`src/rtl/imm_gen_pipe.sv`:
```
// Decode-stage immediate generator: extracts and extends the immediate of a
// RISC-V instruction to XLEN bits and queues it, with a sideband tag, in a
// 2-entry valid/ready buffer that supports synchronous flush.
module imm_gen_pipe #(
  parameter int unsigned XLEN  = 32,
  parameter int unsigned TAG_W = 32
) (
  input  logic             clk,
  input  logic             rst_n,
  input  logic             flush,
  input  logic             in_valid,
  output logic             in_ready,
  input  logic [31:0]      inst,
  input  logic [2:0]       ext_op,
  input  logic [TAG_W-1:0] in_tag,
  output logic             out_valid,
  input  logic             out_ready,
  output logic [XLEN-1:0]  imm,
  output logic [TAG_W-1:0] out_tag
);

  localparam int unsigned DEPTH = 2;
  localparam int unsigned CNT_W = 2;

  localparam logic [2:0] OP_I    = 3'b000;
  localparam logic [2:0] OP_U    = 3'b001;
  localparam logic [2:0] OP_S    = 3'b010;
  localparam logic [2:0] OP_B    = 3'b011;
  localparam logic [2:0] OP_J    = 3'b100;
  localparam logic [2:0] OP_Z    = 3'b101;
  localparam logic [2:0] OP_SH   = 3'b110;

  logic signed [31:0] sx_i;
  logic signed [31:0] sx_u;
  logic signed [31:0] sx_s;
  logic signed [31:0] sx_b;
  logic signed [31:0] sx_j;
  logic [XLEN-1:0]    imm_c;

  logic [XLEN-1:0]    mem_imm [DEPTH];
  logic [TAG_W-1:0]   mem_tag [DEPTH];
  logic               wr_ptr;
  logic               rd_ptr;
  logic [CNT_W-1:0]   count;
  logic               push;
  logic               pop;

  // Opcode bits play no part in any immediate format.
  logic unused_opcode;
  assign unused_opcode = ^inst[6:0];

  // Immediate extraction; signed 32-bit forms widen to XLEN by sign extension.
  always_comb begin
    sx_i  = {{20{inst[31]}}, inst[31:20]};
    sx_u  = {inst[31:12], 12'b0};
    sx_s  = {{20{inst[31]}}, inst[31:25], inst[11:7]};
    sx_b  = {{19{inst[31]}}, inst[31], inst[7], inst[30:25], inst[11:8], 1'b0};
    sx_j  = {{11{inst[31]}}, inst[31], inst[19:12], inst[20], inst[30:21], 1'b0};
    imm_c = '0;
    case (ext_op)
      OP_I:    imm_c = XLEN'(sx_i);
      OP_U:    imm_c = XLEN'(sx_u);
      OP_S:    imm_c = XLEN'(sx_s);
      OP_B:    imm_c = XLEN'(sx_b);
      OP_J:    imm_c = XLEN'(sx_j);
      OP_Z:    imm_c = XLEN'(inst[19:15]);
      OP_SH:   imm_c = (XLEN == 64) ? XLEN'(inst[25:20]) : XLEN'(inst[24:20]);
      default: imm_c = '0;
    endcase
  end

  assign in_ready  = (count != CNT_W'(2));
  assign out_valid = (count != CNT_W'(0));
  assign push      = in_valid & in_ready;
  assign pop       = out_valid & out_ready;

  // Buffer storage, pointers and occupancy; flush overrides push and pop.
  always_ff @(posedge clk or negedge rst_n) begin
    if (!rst_n) begin
      count  <= '0;
      wr_ptr <= 1'b0;
      rd_ptr <= 1'b0;
      for (int i = 0; i < DEPTH; i++) begin
        mem_imm[i] <= '0;
        mem_tag[i] <= '0;
      end
    end else if (flush) begin
      count  <= '0;
      wr_ptr <= 1'b0;
      rd_ptr <= 1'b0;
    end else begin
      if (push) begin
        mem_imm[wr_ptr] <= imm_c;
        mem_tag[wr_ptr] <= in_tag;
        wr_ptr          <= ~wr_ptr;
      end
      if (pop) begin
        rd_ptr <= ~rd_ptr;
      end
      count <= count + CNT_W'(push) - CNT_W'(pop);
    end
  end

  // Head entry is presented only while valid; otherwise outputs are zero.
  assign imm     = out_valid ? mem_imm[rd_ptr] : '0;
  assign out_tag = out_valid ? mem_tag[rd_ptr] : '0;

endmodule

```
`config.mk`:
```
export PLATFORM = sky130hd
export DESIGN_NAME = imm_gen_pipe
export DESIGN_NICKNAME = d
export VERILOG_FILES = /design/src/rtl/imm_gen_pipe.sv
export SDC_FILE = /design/constraint.sdc
export NUM_CORES = 1
export LEC_CHECK = 0
export ABC_AREA = 1
export CAP_MARGIN = 15
export CORE_ASPECT_RATIO = 0.75
export CORE_MARGIN = 5
export CORE_UTILIZATION = 40
export CTS_CLUSTER_SIZE = 12
export DETAILED_ROUTE_END_ITERATION = 6
export MAX_ROUTING_LAYER = met4
export PLACE_DENSITY = 0.72
export REMOVE_ABC_BUFFERS = 1
export SETUP_SLACK_MARGIN = 0.1
export SLEW_MARGIN = 5
export SYNTH_ARGS = -nofsm -noshare
export SYNTH_HDL_FRONTEND = slang
export SYNTH_SLANG_ARGS = --single-unit
```
`constraint.sdc`:
```
create_clock -name clk -period 2.8 [get_ports clk]
set_input_delay 0.56 -clock clk [delete_from_list [all_inputs] [get_ports clk]]
set_output_delay 0.56 -clock clk [all_outputs]
set_load 0.01 [all_outputs]
```
# After elaboration in Yosys (flattened, before gate mapping)
# Index checks and enable logic that the tools add are counted.
[classes]
n_eq_ne = 7
magnitude_cmp = 3
mux = 18
n_reduce_logical = 6
bitwise = 7
addsub = 2
[op_table]
columns = ["op", "n"]
rows = [
  ["$mux 32", 9],
  ["$pmux 32 s7", 1],
  ["$bwmux 64", 2],
  ["$demux 32 s1", 1],
  ["$eq 3x3->1 const B", 3],
  ["$eq 3x2->1 const B", 2],
  ["$reduce_bool 2->1", 3],
  ["$ge 2x2->1 const B", 2],
  ["$mux 1", 4],
  ["$not 1->2", 2],
  ["$eq 3x1->1 const B", 1],
  ["$logic_not 3->1", 1],
  ["$not 1->1", 3],
  ["$add 2x1->2", 1],
  ["$and 1x1->1", 2],
  ["$lt 2x1->1 const B", 1],
  ["$mux 2", 1],
  ["$ne 2x2->1 const B", 1],
  ["$reduce_and 2->1", 1],
  ["$sub 2x1->2", 1],
  ["$logic_and 1x1->1", 1],
]
[totals]
inputBits = 72
word_cells = 50
reg_bits = 132
out_inout_bits = 66

# Depth between registers and ports, before layout
# Gate-level depths: netlist of the first run.
[depth]
depth_word = 6
mapped_depth = 9
depth_no_buf = 8

# Worst setup path after synthesis of the first run
# Ideal clock, no wire load.
[synth_path]
kind = "reg2out"
from = "register rd_ptr"
to = "output port imm[12]"
t_arrival_ps = 1135
t_required_ps = 2240
setup_slack_ps = 1105
stages_incl_launch_ff = 6
path_cell_list = "dfrtp_1 > clkbuf_1 > inv_2 > clkbuf_1 > nand2_1 > a21oi_1"
[synth_via]
elab_chain_len = 5
[synth_rtl]
columns = ["element", "line_no", "source"]
rows = [
  ["start, declared", "43", "logic rd_ptr;"],
  ["start signal, assigned", "98", "rd_ptr <= ~rd_ptr;"],
  ["$not 1->2 (implied by the code)", "105", "assign imm = out_valid ? mem_imm[rd_ptr] : '0;"],
  ["$mux 32 (implied by the code) (3 in series)", "105", ""],
  ["$mux 32", "105", ""],
  ["end, declared", "18", "output logic [XLEN-1:0] imm,"],
]
# Every way passes these cells. The select of a mux whose other input is x is not followed.

# Worst setup path after layout of the first run
[layout_path]
from = "register rd_ptr"
to = "output port imm[21]"
# The elaborated chain is that of the path after synthesis.

==> results summary, run 1 <==
The number of hold violations in the final report came to 0. The worst-case clock skew came out at 12.7 ps. The count of warnings emitted by yosys came out at 0. Setup violations remaining at the end of the flow were counted as 0.

The transition time at the pin with the least slew margin came out at 622 ps. The tool flagged a number of max-cap violations equal to 0. The leakage power of the design came out at 4.21 nW.

IR analysis of the VDD net gives a maximum drop of 0.484 mV. The areal power density over the cells came out at 982 mW/mm^2. The synthesized area per cell is 7.91 sq um. The first global-routing pass estimated 28100 um of wire. The number of rows created at floorplan came out at 40. The dominant cell by count in the synthesized netlist is nand2_1. Among all stages on the critical path, the largest delay is contributed by clkdlybuf4s50_1. 138 I/O pins were placed. The largest net degree at the start of global routing is 66. The remaining antenna violation count after routing is 0. Setup slack on the worst reg-to-reg path comes out at 880 ps. The routed design has 16900 um of wire.

The synthesized netlist cell count came out at 826. The area of the core region is 0.0160 sq mm. The post-route netlist has 10.9% of its cells at a drive strength greater than 1.

The clock sink count came out at 132. The maximum clock frequency came out at 375 MHz. The number of clock buffers inserted by TritonCTS is 17.

By area the synthesized netlist is led by dfrtp_1 (51%), nand2_1 (23%), a21oi_1 (5.2%). The width of the die came out at 158 um. The top cell type by area accounts for 50.5% of the synthesized area. The worst setup path is launched from a flip-flop.

For this block, the via count after detailed routing is 5685. The post-route DRC violation count is 0. In this run the cell area measured after placement is 0.00795 sq mm. The global-route usage over all layers is 18.9%. Measured along the y axis, the die boundary spans 121 um. The wire length on met2 came out at 7310 um. The count of cell types in the netlist came out at 25. STA classifies the critical path endpoint as an output pin. The setup path with the least slack is of type flip-flop to output pin.

The number of antenna violations at the first check in global routing is 1. The detailed router used layers up to and including met4. By count the netlist is led by nand2_1 (395), dfrtp_1 (132), a21oi_1 (68), inv_1 (53), o21ai_1 (46). The half-perimeter wire length after detailed placement is 10900 um. For this configuration, the core starts out at a cell density of 40.8%. For this run, the slowest stage of the critical path takes 590 ps. The total global routing overflow came out at 0. The die covers 0.0190 sq mm. The cell area after synthesis is 0.00654 sq mm. After detailed routing, the average wire length per cell comes to 14.4 um. The cell sitting at the root of the clock tree is a clkbuf_16.

The number of detailed-routing iterations run before antenna repair is 5. The worst min-delay path class is input pin to asynchronous set/reset pin. TritonCTS built the clock tree. Setup repair after global routing could not meet its margin everywhere. The most common flop cell mapped by yosys is dfrtp_1.

The number of global-route vias before repair was 5509. At the end of routability-driven placement, the weighted congestion stood at 0.802. The number of DRC markers after the initial detailed-route iteration came out at 326. The worst-skew pair later-pin latency is 420 ps. In the final design database the tool counted 1018 nets. The worst hold-check slack is 120 ps.

The H-tree depth reported by CTS came out at 4. The flop and latch count out of synthesis is 132. The met3 wirelength from detailed routing came out at 1240 um. The final cell utilization of the core came out at 54.0%.

Port buffering added 130 buffers. The final-layout setup total negative slack is 0 ps. The relative slew slack is 58.5%. The clock period minus final worst setup slack came out at 2670 ps. The routed length on met1 is 8060 um. Summing all non-filler instances in the final layout gives an area of 0.00864 sq mm.

In this run, post-CTS hold repair placed 0 buffers. The worst path required time came out at 2240 ps. The biggest fanout along the worst timing path is 40. The flow ran to the end, and the final reports show no timing, DRC or antenna violations. The share of synthesized flip-flops with an asynchronous set or reset came out at 100%. The number of slew-limit violations in the final report came out at 0. After synthesis, flip-flops and latches occupy 50.5% of the total area. The relative area change from synthesis to final layout came out at 32.2%. Of the available clock period, the critical path in the final layout requires 95.3%. After clock tree synthesis, the clock-pin slew on the worst setup and hold paths is 60 ps. For the worst setup path, the data arrival time is 2110 ps.

The largest total area in the synthesized netlist belongs to dfrtp_1. The number of synthesized flops with an enable pin is 0. In this run the deepest clock path goes through 2 buffers. In the routed layout, each cell is associated on average with a via count of 4.87. Walking the worst path, the cells encountered are inv_2 -> buf_12 -> nand2_1 -> a21oi_1 -> clkdlybuf4s50_1.
-- where the power goes --
group / switching (mW) / internal, mW / total (mW) / leakage [nW]
sequential: 0.426 / 2.70 / 3.13 / 1.68
clock: 0.813 / 1.61 / 2.42 / 0.318
combinational: 1.59 / 1.35 / 2.94 / 2.20
total: 2.83 / 5.66 / 8.49 / 4.21
-- kinds of logic after synthesis --
family	synth area share, %
flip-flops	50.5
buffers and inverters	9.19
AO/OA/AOI/OAI	14.1
XOR/XNOR	0.268
AND/OR/NAND/NOR	25.5
adder cells (fa/ha/maj)	0.383
-- layer usage --
metal / GRT usage (%) / vias to the layer above
li1: - / 2833
met1: 27.2 / 2632
met5: - / -
met4: 5.05 / 0
met2: 26.8 / 203
met3: 4.62 / 17
-- repair_timing --
action,in CTS,in global routing
setup buffers,1,0
setup endpoints to repair,52,11
gates resized for setup,4,7
-- sequential cells by signal, summed over array words and instances (netlist names) --
signal and flops:
count 2, mem_imm 64, mem_tag 64, rd_ptr 1, wr_ptr 1
-- layout make-up --
cell class	count	area [sq um]
fill	1495	7370
sequential	132	3300
multi-input combinational	587	2660
timing repair buffer	148	1550
clock buffer	25	505
tap	210	263
inverter	58	220
clock inverter	7	143
antenna	1	2.50
-- path summary, 6_finish.rpt --
kind | cells past startpoint | from | to
setup / recovery | 5 | rd_ptr | imm[21]
hold / removal | 1 | rst_n | mem_imm[45]
setup reg to reg | 8 | count[1] | count[1]
hold reg to reg | 2 | mem_imm[24] | mem_imm[24]
max in group asynchronous | 2 | rst_n | mem_tag[49]
min in group clk | 2 | mem_imm[24] | mem_imm[24]
-- layout by cell type (no fill, tap or decap), types with 2 or more instances in the layout --
cell	netlist	routed
nand2_1	395	395
dfrtp_1	132	131
clkdlybuf4s50_1	0	125
a21oi_1	68	65
inv_1	53	53
o21ai_1	46	46
o21ai_2	35	35
clkbuf_16	0	17
nand3_1	11	11
o21ai_0	9	9
buf_4	3	9
nand2_2	7	7
buf_12	0	7
nor2_1	7	6
clkbuf_8	0	5
inv_2	4	4
bufinv_16	0	4
a21oi_2	0	3
clkbuf_1	9	3
dlymetal6s2s_1	0	3
nand3_4	1	2
ha_1	2	2
clkinv_4	0	2
buf_8	2	2
-- stage by stage --
step	std cells	total power [mW]	setup slack [ps]
floorplan	777	4.70	-800
global placement	1134	6.00	401
detailed placement	1134	6.07	400
CTS	1167	8.56	127
global route	1168	9.06	67.6
finish	1168	8.49	132
-- worst max-delay path: cells and delay by family, from the launching register on --
| family | cells | cell delay, ps |
|---|---|---|
| buf+inv | 3 | 920 |
| compound gates | 1 | 230 |
| simple gates | 1 | 70 |
| flops | 1 | 460 |
(Power assumes the default switching activity.)
==> run 2, diff against run 1 <==
--- a/config.mk
+++ b/config.mk
@@ -9,11 +9,11 @@
 export CAP_MARGIN = 15
 export CORE_ASPECT_RATIO = 0.75
 export CORE_MARGIN = 5
-export CORE_UTILIZATION = 40
+export CORE_UTILIZATION = 55
 export CTS_CLUSTER_SIZE = 12
 export DETAILED_ROUTE_END_ITERATION = 6
 export MAX_ROUTING_LAYER = met4
-export PLACE_DENSITY = 0.72
+export PLACE_DENSITY = 0.92
 export REMOVE_ABC_BUFFERS = 1
 export SETUP_SLACK_MARGIN = 0.1
 export SLEW_MARGIN = 5
==> run 2 against run 1 <==
  * Sequential power hardly changed
  * Global-route usage is 7.2 points higher
  * Clock skew is 5.1 ps lower
  * Clock power is 11% lower
  * Worst setup slack better by 7.0 ps
  * Count of clock-buffer cells in the layout is 4 lower
  * Wire length is 4.8% higher
  * Core utilization is 20 points higher
  * First-iteration DRC count is 65% higher
  * Combinational power is 3% higher
  * Critical path depth stayed put
  * Sequential share of layout area is 0.084 points higher
  * Critical path type unchanged
  * Critical endpoint is now out_tag[25]
  * Largest cell class unchanged
==> results summary, run 2 (synthesis gave the netlist of run 1 again) <==
The worst path required time came to 2240 ps (about the same). The floorplan die height is 104 um (was 121 um). The worst hold-check slack came out at 117 ps (was 120 ps). The first-pass GRT wire length is 28800 um (was 28100 um).

The portion of total power attributed to combinational logic came out at 36.4% (was 34.6%). The critical setup path kind is flip-flop to output pin (unchanged). The clock period minus final worst setup slack came out at 2660 ps (was 2670 ps). The worst reg2reg path endpoint was count[1] (unchanged). The ratio of routed vias to standard cells is 5.36 (was 4.87). The worst min-delay path class is input pin to asynchronous set/reset pin (unchanged). The worst-case reg-to-reg path depth is 8 (unchanged). The quantity of I/O buffers inserted on ports came to 130 (unchanged). The area of the multi-input gates came out at 0.00265 sq mm (was 0.00266 sq mm). The relative area change from synthesis to final layout came out at 32.0% (was 32.2%). The period utilization was 95.0% (was 95.3%). The final estimated routing congestion in global placement is 0.914 (was 0.802). The width of the die is 136 um (was 158 um). The average wire per cell in the routed design came to 15.8 um (was 14.4 um). The number of clock buffers inserted by TritonCTS is 17 (unchanged).

The worst slack after detailed placement came out at 470 ps (was 400 ps). The number of hold violations in the final report came out at 0 (unchanged). The half-perimeter wire length after detailed placement is 10800 um (was 10900 um). The largest vdd supply drop came out at 0.662 mV (was 0.484 mV). The portion of total power attributed to sequential cells is 37.8% (was 36.8%).

The remaining antenna violation count after routing is 0 (unchanged). The I/O pin count is 138 (unchanged). The biggest fanout along the worst timing path is 41 (was 40). The leading cell type in the layout, fill and taps excluded is nand2_1 (unchanged).

The antenna cell count is 0 (was 1). The area of the core region came out at 0.0116 sq mm (was 0.0160 sq mm). The share of power burned in the clock network came out at 25.8% (was 28.6%).

The internal reg-to-reg setup slack is 1020 ps (was 880 ps). The max-capacitance violation count was 0 (unchanged). The final-layout setup total negative slack came out at 0 ps (unchanged).

The reg-to-reg startpoint is count[1] (unchanged). The number of nets in the layout came out at 1020 (was 1018). The total global routing overflow is 0 (unchanged). The endpoint class of the critical path is an output pin (unchanged). The routed wire length came out at 17700 um (was 16900 um).

The number of detailed-routing iterations run before antenna repair came out at 6 (was 5). The largest net degree at the start of global routing came out at 79 (was 66). The data arrival at the endpoint of the critical path came out at 2100 ps (was 2110 ps). The number of slew-limit violations in the final report came to 0 (unchanged).

The internal cell power was 5.46 mW (was 5.66 mW). The total net switching power came out at 2.90 mW (was 2.83 mW). The clock tree from TritonCTS was yes (unchanged). The largest stage delay on the critical path came to 560 ps (was 590 ps). The worst-skew pair later-pin latency came out at 410 ps (was 420 ps). Setup repair after global routing missed its margin: true (unchanged).

The end of the critical path was out_tag[25] (was imm[21]). The die area came out at 0.0142 sq mm (was 0.0190 sq mm). The maximum clock frequency came out at 376 MHz (was 375 MHz). Crit-path cells: buf_12 -> buf_16 -> nand2_1 -> a21oi_2 -> clkdlybuf4s50_1 (was inv_2 -> buf_12 -> nand2_1 -> a21oi_1 -> clkdlybuf4s50_1). The post-route DRC violation count came out at 0 (unchanged). The maximum number of buffers from clock root to sink came out at 2 (unchanged). The worst-case clock skew is 7.52 ps (was 12.7 ps). The leakage power of the design came to 4.62 nW (was 4.21 nW). The type of element launching the critical path was a flip-flop (unchanged).

The fill cell total of the finished layout came to 810 (was 1495). The final worst setup slack came to 139 ps (was 132 ps). The transition time at the pin with the least slew margin came out at 565 ps (was 622 ps).

The clock root buffer was clkbuf_16 (unchanged). The H-tree depth reported by CTS is 4 (unchanged). The setup violation total in the final timing report is 0 (unchanged).

The initial cell density of the core came out at 56.3% (was 40.8%). The clock-pin slew on the worst setup and hold paths is 60 ps (about the same). The number of antenna violations at the first check in global routing came out at 0 (was 1). The clock sink count is 132 (unchanged). The number of DRC markers after the initial detailed-route iteration came out at 538 (was 326). The critical path startpoint is rd_ptr (unchanged). Top flop regs: mem_imm (64), mem_tag (64), count (2) (unchanged). The relative slew slack is 62.3% (was 58.5%). The areal power density over the cells came out at 969 mW/mm^2 (was 982 mW/mm^2). The critical-path cell with the highest stage delay is clkdlybuf4s50_1 (unchanged). The share of post-route cells with drive strength above 1 is 10.9% (unchanged). The global-route usage over all layers came to 26.1% (was 18.9%). The number of rows created at floorplan came out at 34 (was 40). The number of global-route vias before repair is 5838 (was 5509).

Result of the run: finished, final reports clean (unchanged). The total area of sequential cells is 0.00331 sq mm (was 0.00330 sq mm). The number of vias after detailed routing is 5997 (was 5685). The share of total power consumed by net switching came out at 34.7% (was 33.4%).

Most used cells in the layout excluding fill and tap cells: nand2_1 (395), dfrtp_1 (131), clkdlybuf4s50_1 (100) (was nand2_1 (395), dfrtp_1 (131), clkdlybuf4s50_1 (125)).
==> run 2: how the worst min path moves through the flow <==
stage / end / cells after the start / startpoint
after global routing: mem_imm[44] / 1 / rst_n
after global placement: mem_imm[63] / 2 / mem_imm[63]
after floorplan: count[0] / 0 / rst_n
after detailed placement: mem_imm[1] / 2 / mem_imm[1]
final: mem_imm[44] / 1 / rst_n
after CTS: mem_imm[44] / 1 / rst_n
==> run 2: stage by stage <==
stage	cell area [sq um]	total power, mW	std cells	util [%]
3_3_place_gp	7880	5.97	1083	67.9
4_1_cts	8520	8.37	1118	73.4
6_report	8630	8.36	1119	74.3
5_1_grt	8630	8.88	1119	74.3
2_1_floorplan	6160	4.70	777	-
3_5_place_dp	7880	6.12	1083	67.9
==> run 2: what timing repair did <==
action,4_1_cts,5_1_grt
setup endpoints to repair,33,45
gates resized for setup,2,31
gates cloned,0,1
endpoints found under the hold margin,0,0
buffers inserted,5,0
hold buffers,0,0
==> run 2: area by class of cell <==
type | count | area share, %
flip-flops and latches | 132 | 38.3
multi-input cells | 587 | 30.7
repair buffers | 150 | 19.4
clock buffers | 21 | 5.45
inverters | 58 | 2.58
well taps | 162 | 2.35
clock inverters | 9 | 1.22
==> run 2: routing by layer <==
metal | global-route usage [%] | vias to the layer above | part of all wire [%]
li1 | - | 2820 | -
met1 | 35.8 | 2844 | 42
met2 | 39.1 | 306 | 47
met3 | 5.08 | 27 | 9.6
met4 | 8.99 | 0 | 1.5
met5 | - | - | 0
==> run 2: worst max-delay path, delay by kind of cell, from the launching register on <==
kind | cells | cell delay, ps
AO/OA/AOI/OAI | 1 | 180
buffers and inverters | 3 | 890
AND/OR/NAND/NOR | 1 | 100
flip-flops | 1 | 500
==> run 2: power groups by stage <==
stage	combinational (mW)	clock [mW]	sequential [mW]
floorplan	1.60	0	3.09
detailed placement	2.94	0	3.18
global route	3.36	2.27	3.26
CTS	3.04	2.17	3.15
global placement	2.84	0	3.13
finish	3.04	2.16	3.16
